==> config.mk <==
export PLATFORM = sky130hd
export DESIGN_NAME = msgmii_rxsfd_align
export DESIGN_NICKNAME = d
export VERILOG_FILES = /design/src/rtl/msgmii_rxsfd_align_pkg.sv /design/src/rtl/msgmii_rxnbl_asm.sv /design/src/rtl/msgmii_rxsfd_align.sv
export SDC_FILE = /design/constraint.sdc
export NUM_CORES = 1
export LEC_CHECK = 0
export CORE_MARGIN = 1.5
export CORE_UTILIZATION = 37
export DETAILED_ROUTE_END_ITERATION = 10
export SLEW_MARGIN = 20
export SYNTH_ARGS = -nofsm -noshare
export SYNTH_HDL_FRONTEND = slang
export SYNTH_SLANG_ARGS = --single-unit
export TNS_END_PERCENT = 30
==> constraint.sdc <==
create_clock -name rx_clki -period 1.9 [get_ports rx_clki]
set_input_delay 0.38 -clock rx_clki [delete_from_list [all_inputs] [get_ports rx_clki]]
set_output_delay 0.38 -clock rx_clki [all_outputs]
set_load 0.05 [all_outputs]
==> src/rtl/msgmii_rxsfd_align_pkg.sv <==
// msgmii_rxsfd_align_pkg: shared constants and types for the M-SGMII
// receive SFD aligner (state encoding, speed codes, preamble symbols).
package msgmii_rxsfd_align_pkg;

   typedef enum logic [1:0] {
      ST_IDLE,
      ST_PRE,
      ST_DATA,
      ST_DROP
   } rxsfd_st_e;

   localparam logic [1:0] SPEED_10   = 2'b00;
   localparam logic [1:0] SPEED_100  = 2'b01;
   localparam logic [1:0] SPEED_1000 = 2'b10;

   localparam logic [7:0] PRE_BYTE = 8'h55;
   localparam logic [7:0] SFD_BYTE = 8'hD5;
   localparam logic [3:0] PRE_NBL  = 4'h5;
   localparam logic [3:0] SFD_NBL  = 4'hD;

   localparam logic [4:0] MAX_PRE_GMII = 5'd15;
   localparam logic [4:0] MAX_PRE_MII  = 5'd30;

   // Only 1000 Mb/s runs byte-wide; every other code is nibble-wide MII.
   function automatic logic is_gmii(input logic [1:0] spd);
      return spd == SPEED_1000;
   endfunction

   // Compare the current symbol against a byte (GMII) or nibble (MII) value.
   function automatic logic is_sym(
      input logic [1:0] spd,
      input logic [7:0] d,
      input logic [7:0] b,
      input logic [3:0] n
   );
      return is_gmii(spd) ? (d == b) : (d[3:0] == n);
   endfunction

endpackage

==> src/rtl/msgmii_rxnbl_asm.sv <==
// msgmii_rxnbl_asm: nibble phase tracking and byte assembly for MII;
// straight byte passthrough for GMII. byte_done is combinational.
module msgmii_rxnbl_asm
   import msgmii_rxsfd_align_pkg::*;
(
   input  logic       rx_clki,
   input  logic       rx_clkirst,
   input  logic       rxcen,
   input  logic [1:0] speed,
   input  logic       clr,
   input  logic       en,
   input  logic [7:0] rxd,
   output logic [7:0] byte_o,
   output logic       byte_done,
   output logic       nbl_pend
);

   logic       phase_q, phase_d;
   logic [3:0] lo_q, lo_d;

   // Low nibble is parked first; the byte completes on the high nibble.
   always_comb begin
      phase_d   = phase_q;
      lo_d      = lo_q;
      byte_o    = rxd;
      byte_done = 1'b0;
      if (clr) begin
         phase_d = 1'b0;
      end else if (en) begin
         if (is_gmii(speed)) begin
            byte_done = 1'b1;
         end else if (!phase_q) begin
            phase_d = 1'b1;
            lo_d    = rxd[3:0];
         end else begin
            phase_d   = 1'b0;
            byte_done = 1'b1;
            byte_o    = {rxd[3:0], lo_q};
         end
      end
   end

   assign nbl_pend = phase_q;

   // Phase and parked nibble advance only on enabled edges.
   always_ff @(posedge rx_clki or posedge rx_clkirst) begin
      if (rx_clkirst) begin
         phase_q <= 1'b0;
         lo_q    <= 4'h0;
      end else if (rxcen) begin
         phase_q <= phase_d;
         lo_q    <= lo_d;
      end
   end

endmodule

==> src/rtl/msgmii_rxsfd_align.sv <==
// msgmii_rxsfd_align: strips preamble/SFD from the G/MII receive stream and
// emits framed bytes. Optional preamble checking: MSGMII_RXSFD_PREMCHK_EN.
module msgmii_rxsfd_align
   import msgmii_rxsfd_align_pkg::*;
(
   input  logic       rx_clki,
   input  logic       rx_clkirst,
   input  logic       rxcen,
   input  logic [1:0] msgmii_speed,
   input  logic [7:0] rxd,
   input  logic       rx_dv,
   input  logic       rx_er,
   output logic [7:0] frm_data,
   output logic       frm_vld,
   output logic       frm_sof,
   output logic       frm_eof,
   output logic       frm_err,
   output logic       frm_drbl,
   output logic       frm_drop
);

   rxsfd_st_e  st_q, st_d;
   logic [1:0] speed_q, speed_d;

   logic [7:0] rxd_q, rxd_d;
   logic       dv_q, dv_d;
   logic       dv_prev_q, dv_prev_d;
   logic       er_q, er_d;

   logic [7:0] hold_q, hold_d;
   logic       hold_vld_q, hold_vld_d;
   logic       sof_pend_q, sof_pend_d;
   logic       err_q, err_d;

   logic [7:0] data_q, data_d;
   logic       vld_q, vld_d;
   logic       sof_q, sof_d;
   logic       eof_q, eof_d;
   logic       ferr_q, ferr_d;
   logic       drbl_q, drbl_d;
   logic       drop_q, drop_d;

`ifdef MSGMII_RXSFD_PREMCHK_EN
   logic [4:0] pcnt_q, pcnt_d;
   logic [4:0] pre_max;
   assign pre_max = is_gmii(speed_q) ? MAX_PRE_GMII : MAX_PRE_MII;
`endif

   logic       asm_clr, asm_en, asm_done, asm_pend;
   logic [7:0] asm_byte;

   assign asm_clr = (st_q != ST_DATA);
   assign asm_en  = (st_q == ST_DATA) && dv_q;

   msgmii_rxnbl_asm u_nbl_asm (
      .rx_clki    (rx_clki),
      .rx_clkirst (rx_clkirst),
      .rxcen      (rxcen),
      .speed      (speed_q),
      .clr        (asm_clr),
      .en         (asm_en),
      .rxd        (rxd_q),
      .byte_o     (asm_byte),
      .byte_done  (asm_done),
      .nbl_pend   (asm_pend)
   );

   // Frame FSM: one byte is held back so the last one can carry eof.
   always_comb begin
      rxd_d      = rxd;
      dv_d       = rx_dv;
      er_d       = rx_er;
      dv_prev_d  = dv_q;
      st_d       = st_q;
      speed_d    = speed_q;
      hold_d     = hold_q;
      hold_vld_d = hold_vld_q;
      sof_pend_d = sof_pend_q;
      err_d      = err_q;
      data_d     = data_q;
      vld_d      = 1'b0;
      sof_d      = 1'b0;
      eof_d      = 1'b0;
      ferr_d     = 1'b0;
      drbl_d     = 1'b0;
      drop_d     = 1'b0;
`ifdef MSGMII_RXSFD_PREMCHK_EN
      pcnt_d     = pcnt_q;
`endif
      unique case (st_q)
         ST_IDLE: begin
            if (dv_q && !dv_prev_q) begin
               st_d       = ST_PRE;
               speed_d    = msgmii_speed;
               hold_vld_d = 1'b0;
               sof_pend_d = 1'b1;
               err_d      = 1'b0;
`ifdef MSGMII_RXSFD_PREMCHK_EN
               pcnt_d     = 5'd1;
               if (!is_sym(msgmii_speed, rxd_q, PRE_BYTE, PRE_NBL)) begin
                  st_d   = ST_DROP;
                  drop_d = 1'b1;
               end
`endif
            end
         end
         ST_PRE: begin
            if (!dv_q) begin
               st_d   = ST_IDLE;
               drop_d = 1'b1;
            end else if (er_q) begin
               st_d   = ST_DROP;
               drop_d = 1'b1;
            end else if (is_sym(speed_q, rxd_q, SFD_BYTE, SFD_NBL)) begin
               st_d = ST_DATA;
            end
`ifdef MSGMII_RXSFD_PREMCHK_EN
            else if (!is_sym(speed_q, rxd_q, PRE_BYTE, PRE_NBL)
                     || pcnt_q >= pre_max) begin
               st_d   = ST_DROP;
               drop_d = 1'b1;
            end else if (pcnt_q != 5'h1f) begin
               pcnt_d = pcnt_q + 5'd1;
            end
`endif
         end
         ST_DATA: begin
            if (dv_q) begin
               if (er_q) begin
                  err_d = 1'b1;
               end
               if (asm_done) begin
                  if (hold_vld_q) begin
                     data_d     = hold_q;
                     vld_d      = 1'b1;
                     sof_d      = sof_pend_q;
                     sof_pend_d = 1'b0;
                  end
                  hold_d     = asm_byte;
                  hold_vld_d = 1'b1;
               end
            end else begin
               st_d = ST_IDLE;
               if (hold_vld_q) begin
                  data_d     = hold_q;
                  vld_d      = 1'b1;
                  sof_d      = sof_pend_q;
                  eof_d      = 1'b1;
                  ferr_d     = err_q | asm_pend;
                  drbl_d     = asm_pend;
                  hold_vld_d = 1'b0;
                  sof_pend_d = 1'b0;
               end else begin
                  drop_d = 1'b1;
               end
            end
         end
         ST_DROP: begin
            if (!dv_q) begin
               st_d = ST_IDLE;
            end
         end
         default: begin
            st_d = ST_IDLE;
         end
      endcase
   end

   // Input capture, FSM state and registered outputs; held while rxcen=0.
   // dv history resets high so rx_dv already asserted at release is not a rise.
   always_ff @(posedge rx_clki or posedge rx_clkirst) begin
      if (rx_clkirst) begin
         rxd_q      <= 8'h00;
         dv_q       <= 1'b1;
         dv_prev_q  <= 1'b1;
         er_q       <= 1'b0;
         st_q       <= ST_IDLE;
         speed_q    <= SPEED_10;
         hold_q     <= 8'h00;
         hold_vld_q <= 1'b0;
         sof_pend_q <= 1'b0;
         err_q      <= 1'b0;
         data_q     <= 8'h00;
         vld_q      <= 1'b0;
         sof_q      <= 1'b0;
         eof_q      <= 1'b0;
         ferr_q     <= 1'b0;
         drbl_q     <= 1'b0;
         drop_q     <= 1'b0;
`ifdef MSGMII_RXSFD_PREMCHK_EN
         pcnt_q     <= 5'd0;
`endif
      end else if (rxcen) begin
         rxd_q      <= rxd_d;
         dv_q       <= dv_d;
         dv_prev_q  <= dv_prev_d;
         er_q       <= er_d;
         st_q       <= st_d;
         speed_q    <= speed_d;
         hold_q     <= hold_d;
         hold_vld_q <= hold_vld_d;
         sof_pend_q <= sof_pend_d;
         err_q      <= err_d;
         data_q     <= data_d;
         vld_q      <= vld_d;
         sof_q      <= sof_d;
         eof_q      <= eof_d;
         ferr_q     <= ferr_d;
         drbl_q     <= drbl_d;
         drop_q     <= drop_d;
`ifdef MSGMII_RXSFD_PREMCHK_EN
         pcnt_q     <= pcnt_d;
`endif
      end
   end

   assign frm_data = data_q;
   assign frm_vld  = vld_q;
   assign frm_sof  = sof_q;
   assign frm_eof  = eof_q;
   assign frm_err  = ferr_q;
   assign frm_drbl = drbl_q;
   assign frm_drop = drop_q;

endmodule

# [After elaboration in Yosys (flattened, before gate mapping)]
# Cells that the tools add are included.
[totals] reg_bits=45 latchBits=0 ramBits=0 rom_bits=0 inputBits=15 wordCells=108 memories=0
[classes] addsub=0 mul=0 div=0 n_lt_le_gt_ge=0 eq_ne=15 n_shift=0 n_mux=55 n_bitwise=4 reduce_logical=15
[op_table] op="$mux W8" n=7
[op_table] op="$mux W1" n=38
[op_table] op="$ne A2 B2 Y1 const B" n=6
[op_table] op="$reduce_and A4 Y1" n=3
[op_table] op="$mux W2" n=5
[op_table] op="$reduce_and A5 Y1" n=2
[op_table] op="$reduce_and A3 Y1" n=3
[op_table] op="$eq A8 B8 Y1 const B" n=1
[op_table] op="$pmux W1 S2" n=4
[op_table] op="$eq A2 B2 Y1 const B" n=3
[op_table] op="$pmux W2 S3" n=1
[op_table] op="$eq A4 B4 Y1 const B" n=1
[op_table] op="$ne A4 B4 Y1 const B" n=1
[op_table] op="$reduce_bool A2 Y1" n=2
[op_table] op="$ne A3 B3 Y1 const B" n=1
[op_table] op="$not A1 Y1" n=3
[op_table] op="$eq A2 B1 Y1 const B" n=1
[op_table] op="$logic_and A1 B1 Y1" n=2
[op_table] op="$logic_not A2 Y1" n=1
[op_table] op="$ne A2 B1 Y1 const B" n=1
[op_table] op="$reduce_or A2 Y1" n=1
[op_table] op="$logic_not A1 Y1" n=1
[op_table] op="$or A1 B1 Y1" n=1

# [Depth between registers and ports, before layout]
# Gate-level depths: netlist (run 1).
[logic_depth] word_depth=7 mapped_depth=8 ltp_nobuf=6

# [Hierarchy]
# Synthesis (run 1) repeated with hierarchy kept, for this count alone.
[unflattened] cells_unflattened=158 hier_area_um2=2155.8
[by_module_without_submodules] module="msgmii_rxsfd_align" instances=1 cells_each=131 area_per_inst_um2=1794.2
[by_module_without_submodules] module="msgmii_rxnbl_asm" instances=1 cells_each=27 area_per_inst_um2=361.6

# [Worst setup path after synthesis (run 1)]
# No wires, ideal clock.
[synth_timing] path_type="register to register" startpoint="register st_q[0]" endpoint="register data_q[6], in the netlist frm_data[6]" setup_ns=0.125 arrival_ns=1.536 required_ns=1.775 setup_slack_ns=0.240 path_stages_with_launch=7 period_less_slack_ns=1.660 path_cell_list="dfrtp_1 > inv_1 > ha_1 > buf_2 > nand3_1 > a31oi_4 > mux2_2"
[synth_between] elab_chain_len=6 word_cells_on_any_way=7 classes_between="3 x eq/ne; 2 x mux; 2 x reduce/logical"
[synth_rtl] element="from (decl)" line="msgmii_rxsfd_align.sv:22" rtl="rxsfd_st_e st_q, st_d;"
[synth_rtl] element="from (signal assigned)" line="msgmii_rxsfd_align.sv:198" rtl="st_q <= st_d;"
[synth_rtl] element="$eq A2 B2 Y1" line="msgmii_rxsfd_align.sv:53, msgmii_rxsfd_align.sv:90"
[synth_rtl] element="$logic_and A1 B1 Y1" line="msgmii_rxsfd_align.sv:53" rtl="assign asm_en = (st_q == ST_DATA) && dv_q;"
[synth_rtl] element="$mux W1" line="msgmii_rxnbl_asm.sv:29" rtl="end else if (en) begin"
[synth_rtl] element="$mux W1" line="msgmii_rxnbl_asm.sv:27" rtl="if (clr) begin"
[synth_rtl] element="$ne A2 B1 Y1 (no line)"
[synth_rtl] element="$reduce_and A3 Y1 (no line) (*)"
[synth_rtl] element="to (signal assigned)" line="msgmii_rxsfd_align.sv:204" rtl="data_q <= data_d;"
[synth_rtl] element="to (decl)" line="msgmii_rxsfd_align.sv:35" rtl="logic [7:0] data_q, data_d;"
# Mark *: on every way between the ends. The rest lies on a longest branch, timed or not.
# A chain may end at the register's enable or synchronous reset.

# [Final worst setup path (run 1)]
[layout_timing] startpoint="register data_q[2], in the netlist frm_data[2]" endpoint="output frm_data[2]"
[layout_rtl] element="to (decl)" line="msgmii_rxsfd_align.sv:13" rtl="output logic [7:0] frm_data,"
# No word-level cell between the ends.

==> run_results.csv, run 1 <==
group,metric,value,unit
run_status,status,"finished, final reports clean",
placement,io_buffers,28,
yosys,synth-seq-area-share,55.85,%
sta,fin_worst_skew,0.003836,ns
placement,place_inst,268,
floorplan,start_util,39.07,%
floorplan,rows,26,
worst_setup_path,ff2ff_setup_slack,0.14,ns
clock_tree,numCtsBuffers,5,
worst_setup_path,worst_ep_required_time,1.52,ns
worst_setup_path,critPathLaunchType,"flop",
global_routing,grt_pass1_vias,1348,
sta,slew_violations,0,
yosys,synthDistinctLibCells,36,
sta,max_slew.worst_pin.slew,0.4893,ns
clock_tree,clk_path_buf_depth,2,
finish,finish.utilization,49.35,%
sta,slew_headroom,67.28,%
finish,n_antenna_cell,0,
clock_tree,clock-sinks,45,
sta,max_freq,546.4,MHz
power_and_ir_drop,pwr_density_cell,1147,nW/um^2
worst_setup_path,criticalPathCategory,"reg2out",
worst_setup_path,crit_path_end_kind,"output pin",
worst_setup_path,critPathMaxStageDelay,0.80,ns
yosys,synth_top_area_share,53.25,%
power_and_ir_drop,vdd_ir_drop_max,0.4349,mV
floorplan,die_area,5914,um^2
clock_tree,cts.reportedPaths.clkPinSlew,0.09,ns
finish,nets,224,
global_routing,grt_first_pass_wirelength,6306,um
routing,antenna_left,0,
floorplan,io_pins,29,
routing,vias,1336,
yosys,yosysWarnings,0,
global_routing,grt-ovfl-total,0,
yosys,syn_nets,185,
sta,rsz0062_at_grt,"no",
power_and_ir_drop,combPwrFrac,25.7,%
worst_setup_path,timing.rr.start,"st_q[0]",
worst_setup_path,rr_worst_depth,7,
power_and_ir_drop,switchingPower,0.0009018,W
clock_tree,clock-root-buffer,"clkbuf_8",
clock_tree,cts.htree.levels,2,
run,drv_cap,0,
worst_setup_path,cp.arrival,1.45,ns
power_and_ir_drop,p_int,0.002025,W
worst_setup_path,critPathMaxFanout,2,
sta,period_share,96.32,%
finish,drive_gt1_share,22.33,%
yosys,avgSynthCellArea,12.17,um^2
routing,wl_per_cell,13.18,um
yosys,synth_cells,166,
power_and_ir_drop,p_seq_share,44.9,%
worst_hold_path,worstHoldPathType,"in2async",
routing,drc_errors,0,
worst_setup_path,path_cells,"clkdlybuf4s50_1",
yosys,synth_top_area_cell,"dfrtp_1",
floorplan,die_w,76.90,um
worst_setup_path,reg2reg_to,"hold_q[6]",
power_and_ir_drop,finalPower,0.002927,W
sta,hold_viol,0,
floorplan,die_h,76.90,um
clock_tree,cts_resized,0,
clock_tree,cts_setup_buffers,0,
worst_setup_path,crit_buf_inv,1,
clock_tree,clk_latency,0.30,ns
placement,gp_congestion,0.8058,
routing,drt_iter0_drc,83,
yosys,synth_area_leaders,"dfrtp_1 53%, mux2_1 8.9%, mux2_2 5.0%",
power_and_ir_drop,power.share.clock,29.4,%
finish,syn_to_final_growth,26.32,%
worst_setup_path,crit_family,"buffers and inverters",
sta,finalSetupTns,0,ns
finish,final_cells,276,
global_routing,grt_max_degree,46,
sta,fin_crit,1.830,ns
routing,firstDrtPassIters,4,
sta,setup_viol,0,
routing,wl,3639,um
sta,holdWs,0.4372,ns
clock_tree,postCtsHoldBufs,0,
placement,place_hpwl,2714,um
power_and_ir_drop,switching_share,30.81,%
floorplan,coreArea,5172,um^2
power_and_ir_drop,p_leak,1.157,nW
routing,routed_via_density,4.841,
global_routing,track_usage,13.54,%
yosys,syn_area,2021,um^2
clock_tree,cts_tree,"done",
yosys,ys_seq_elements,45,
global_routing,antenna_found_initial,0,
worst_setup_path,cp_slowest_cell,"clkdlybuf4s50_1",
-- area by class of cell --
cell class,instances,area [um^2]
well taps,70,87.58
clock buffers,5,68.82
inverters,8,30.03
repair buffers,38,340.3
flip-flops and latches,45,1129
fillers,461,2620
clock inverters,3,68.82
multi-input cells,107,828.3
-- layer usage --
layer	global-route usage [%]	share of wire (%)
met1	17.55	48
met2	21.68	47
met3	3.929	3.8
met4	4.444	1.2
met5	0	0
-- Yosys cell counts --
library cell	n
nor3b_1	1
nand3b_1	1
o21ai_1	10
a22o_1	1
mux2i_1	9
ha_1	4
nand2b_1	3
o211ai_1	2
buf_6	2
nand3_1	4
clkbuf_1	2
and3_1	1
a211oi_2	1
o31ai_1	1
nand4b_1	2
buf_2	2
a21o_1	2
nor2_1	5
or3_1	1
a21oi_1	4
nand2b_4	1
a21boi_0	1
a31oi_4	1
mux2_2	9
o21ai_0	6
nand2_1	14
nor3_1	2
o21bai_1	1
dfstp_2	2
inv_2	1
dfrtp_1	43
a211oi_1	1
and2_1	1
inv_1	7
a31oi_1	2
mux2_1	16
-- kinds of logic (layout without fill, tap and decap cells) --
family,count (synthesis),in the layout,synth area share (%)
compound gates,33,33,10.65
fa+ha+maj,4,4,2.477
mux,34,34,18.39
simple gates,36,36,9.165
buf+inv,14,54,3.468
flops,45,45,55.85
-- how the worst max path moves through the flow --
stage           startpoint           to  slack (ns)  depth (start not counted)
6_report       frm_data[2]  frm_data[2]        0.07                          1
5_1_grt            st_q[0]    hold_q[6]       0.007                          7
4_1_cts        frm_data[2]  frm_data[2]        0.05                          1
3_5_place_dp         rxcen  frm_data[6]        0.04                          4
3_3_place_gp         rxcen  frm_data[6]        0.07                          4
2_1_floorplan      st_q[0]  frm_data[6]        0.24                          6
-- cell usage in the layout (no fill, tap or decap), types with 3 or more instances in the layout --
cell,count
clkbuf_8,5
dfrtp_1,43
nor2_1,5
o21ai_1,10
a21oi_1,4
ha_1,3
mux2_1,16
nand3_1,4
mux2_2,9
clkdlybuf4s50_1,17
mux2i_1,8
buf_4,20
inv_1,7
o21ai_0,6
nand2_1,14
nand2b_1,3
-- registers in the layout (all words and copies together), names as in the netlist --
name,cells
frm_eof,1
frm_vld,1
frm_data,8
hold_vld_q,1
u_nbl_asm.lo_q,4
er_q,1
frm_err,1
frm_drbl,1
hold_q,8
frm_sof,1
dv_prev_d,1
u_nbl_asm.nbl_pend,1
speed_q,2
dv_prev_q,1
sof_pend_q,1
rxd_q,8
st_q,2
err_q,1
frm_drop,1
-- power groups by stage --
| stage | logic, W | clock network (W) | registers [W] |
|---|---|---|---|
| finish | 0.000752 | 0.000861 | 0.00131 |
| global route | 0.000827 | 0.000941 | 0.00135 |
| CTS | 0.000759 | 0.000889 | 0.00131 |
| detailed placement | 0.000759 | 0 | 0.00133 |
| global placement | 0.000735 | 0 | 0.00131 |
| floorplan | 0.000447 | 0 | 0.00140 |
-- metrics by stage --
step | worst slack [ns] | instance area [um^2]
after detailed placement | 0.04180 | 2409
after floorplan | 0.2397 | 2021
after CTS | 0.04976 | 2546
after global routing | 0.006769 | 2552
after global placement | 0.07355 | 2409
final | 0.06992 | 2552
No activity file was read; power rests on OpenSTA's default activity.
==> run 2: changes to the inputs <==
CORE_MARGIN = 5   (was 1.5)
==> run 2 against run 1 <==
Against the previous run: clock power shrank 34%; combinational power increased by 2.7%; routed wire length is 8.2% higher; flip-flop and latch count did not move; non-clock buffer count shrank 1; critical path depth did not move; largest power group unchanged; die area increased by 19%; register-to-register slack better by 0.04 ns; utilization down 3.3 points; first-iteration DRC count is 27% lower; final cell count increased by 0.36%; critical endpoint is now frm_data[1].
==> run_results.csv, run 2 (same netlist as run 1, synthesis figures left out) <==
group,metric,value,unit
placement,place_hpwl,2959,um
global_routing,met1_usage,14.83,%
finish,layout_common_cells,"43 x dfrtp_1, 18 x clkdlybuf4s50_1, 18 x buf_4, 16 x mux2_1, 14 x nand2_1",
floorplan,die_area,7039,um^2
clock_tree,clk_latency,0.29,ns
worst_setup_path,critPathMaxFanout,2,
sta,max_freq,548.0,MHz
global_routing,met2_usage,20.46,%
clock_tree,cts.reportedPaths.clkPinSlew,0.08,ns
sta,hold_viol,0,
finish,layout_commonest_cell,"dfrtp_1",
worst_setup_path,cp.arrival,1.44,ns
global_routing,grt-ovfl-total,0,
global_routing,grt_first_pass_wirelength,7044,um
placement,io_buffers,28,
finish,n_antenna_cell,0,
routing,firstDrtPassIters,4,
floorplan,rows,27,
power_and_ir_drop,vdd_ir_drop_max,0.4649,mV
placement,place_inst,269,
worst_hold_path,worstHoldPathType,"in2async",
global_routing,grt_pass1_vias,1517,
power_and_ir_drop,p_leak,1.119,nW
finish,drive_gt1_share,19.51,%
floorplan,coreArea,5405,um^2
run,drv_cap,0,
sta,period_share,96.05,%
worst_setup_path,cp_slowest_cell,"clkdlybuf4s50_1",
worst_setup_path,path_depth,1,
routing,routed_via_density,5.018,
global_routing,met3_usage,2.962,%
floorplan,io_pins,29,
finish,final_cells,277,
worst_setup_path,crit_buf_inv,1,
sta,setup_viol,0,
routing,wl,3938,um
sta,rsz0062_at_grt,"no",
placement,gp_congestion,0.8622,
sta,slew_headroom,64.87,%
sta,fin_worst_skew,0.003139,ns
sta,fin_crit,1.825,ns
worst_setup_path,rr_worst_depth,5,
clock_tree,postCtsHoldBufs,0,
sta,slew_violations,0,
routing,drt_iter0_drc,61,
finish,syn_to_final_growth,23.16,%
run_status,status,"finished, final reports clean",
worst_setup_path,crit_path_end_kind,"output pin",
clock_tree,cts_tree,"done",
power_and_ir_drop,finalPower,0.002646,W
finish,nets,223,
routing,drc_errors,0,
clock_tree,clock-sinks,45,
global_routing,track_usage,12.31,%
global_routing,grt_max_degree,46,
routing,antenna_left,0,
routing,vias,1390,
clock_tree,clock-root-buffer,"clkbuf_8",
routing,wl_per_cell,14.22,um
worst_setup_path,critPathLaunchType,"flop",
worst_setup_path,path_cells,"clkdlybuf4s50_1",
sta,holdWs,0.4582,ns
power_and_ir_drop,pwr_density_cell,1063,nW/um^2
worst_setup_path,criticalPathCategory,"reg2out",
worst_setup_path,critPathMaxStageDelay,0.80,ns
clock_tree,numCtsBuffers,5,
worst_setup_path,worst_ep_required_time,1.52,ns
worst_setup_path,crit_family,"buffers and inverters",
clock_tree,clk_path_buf_depth,2,
floorplan,die_h,83.90,um
global_routing,antenna_found_initial,0,
global_routing,top_usage_layer,"met2",
floorplan,die_w,83.90,um
clock_tree,cts.htree.levels,2,
sta,max_slew.worst_pin.slew,0.5270,ns
floorplan,start_util,37.38,%
[run 2: final timing paths]
kind	startpoint	to	slack (ns)
min in group rx_clki	sof_pend_q	sof_pend_q	0.48
max in group asynchronous	rx_clkirst	dv_prev_d	1.18
setup / recovery	frm_data[1]	frm_data[1]	0.08
setup reg to reg	st_q[0]	frm_data[6]	0.18
hold / removal	rx_clkirst	hold_q[3]	0.46
hold reg to reg	sof_pend_q	sof_pend_q	0.48
[run 2: power by group]
part,total (W),internal [W],switching (W)
registers,0.00131,0.00116,0.000146
clock network,0.000567,0.000262,0.000306
logic,0.000772,0.000336,0.000436
[run 2: repair_timing]
action / 4_1_cts / 5_1_grt
hold endpoints to repair: 0 / 0
endpoints found under the setup margin: 0 / 4
resized for setup: 0 / 1
buffers inserted: 0 / 0
[run 2: area by class of cell]
type / count / area (um^2)
clock buffer: 8 / 80.08
inverter: 8 / 30.03
timing repair buffer: 37 / 335.3
fill: 517 / 2917
sequential: 45 / 1129
multi-input combinational: 107 / 824.5
tap: 72 / 90.09
[run 2: metrics by stage]
stage / cell area (um^2) / worst slack, ns / TNS [ns] / util [%]
final: 2489 / 0.07511 / 0 / 46.04
after global routing: 2489 / 0.008313 / 0 / 46.04
after CTS: 2486 / 0.05995 / 0 / 46.00
after detailed placement: 2406 / -0.02561 / -0.1227 / 44.51
after global placement: 2406 / 0.01846 / 0 / 44.51
after floorplan: 2021 / 0.2397 / 0 / -
[run 2: metal layers]
layer | share of wire (%) | vias up
met5 | 0 | -
met4 | 2.5 | 0
met3 | 4.9 | 12
met2 | 50 | 42
met1 | 42 | 678
li1 | - | 658
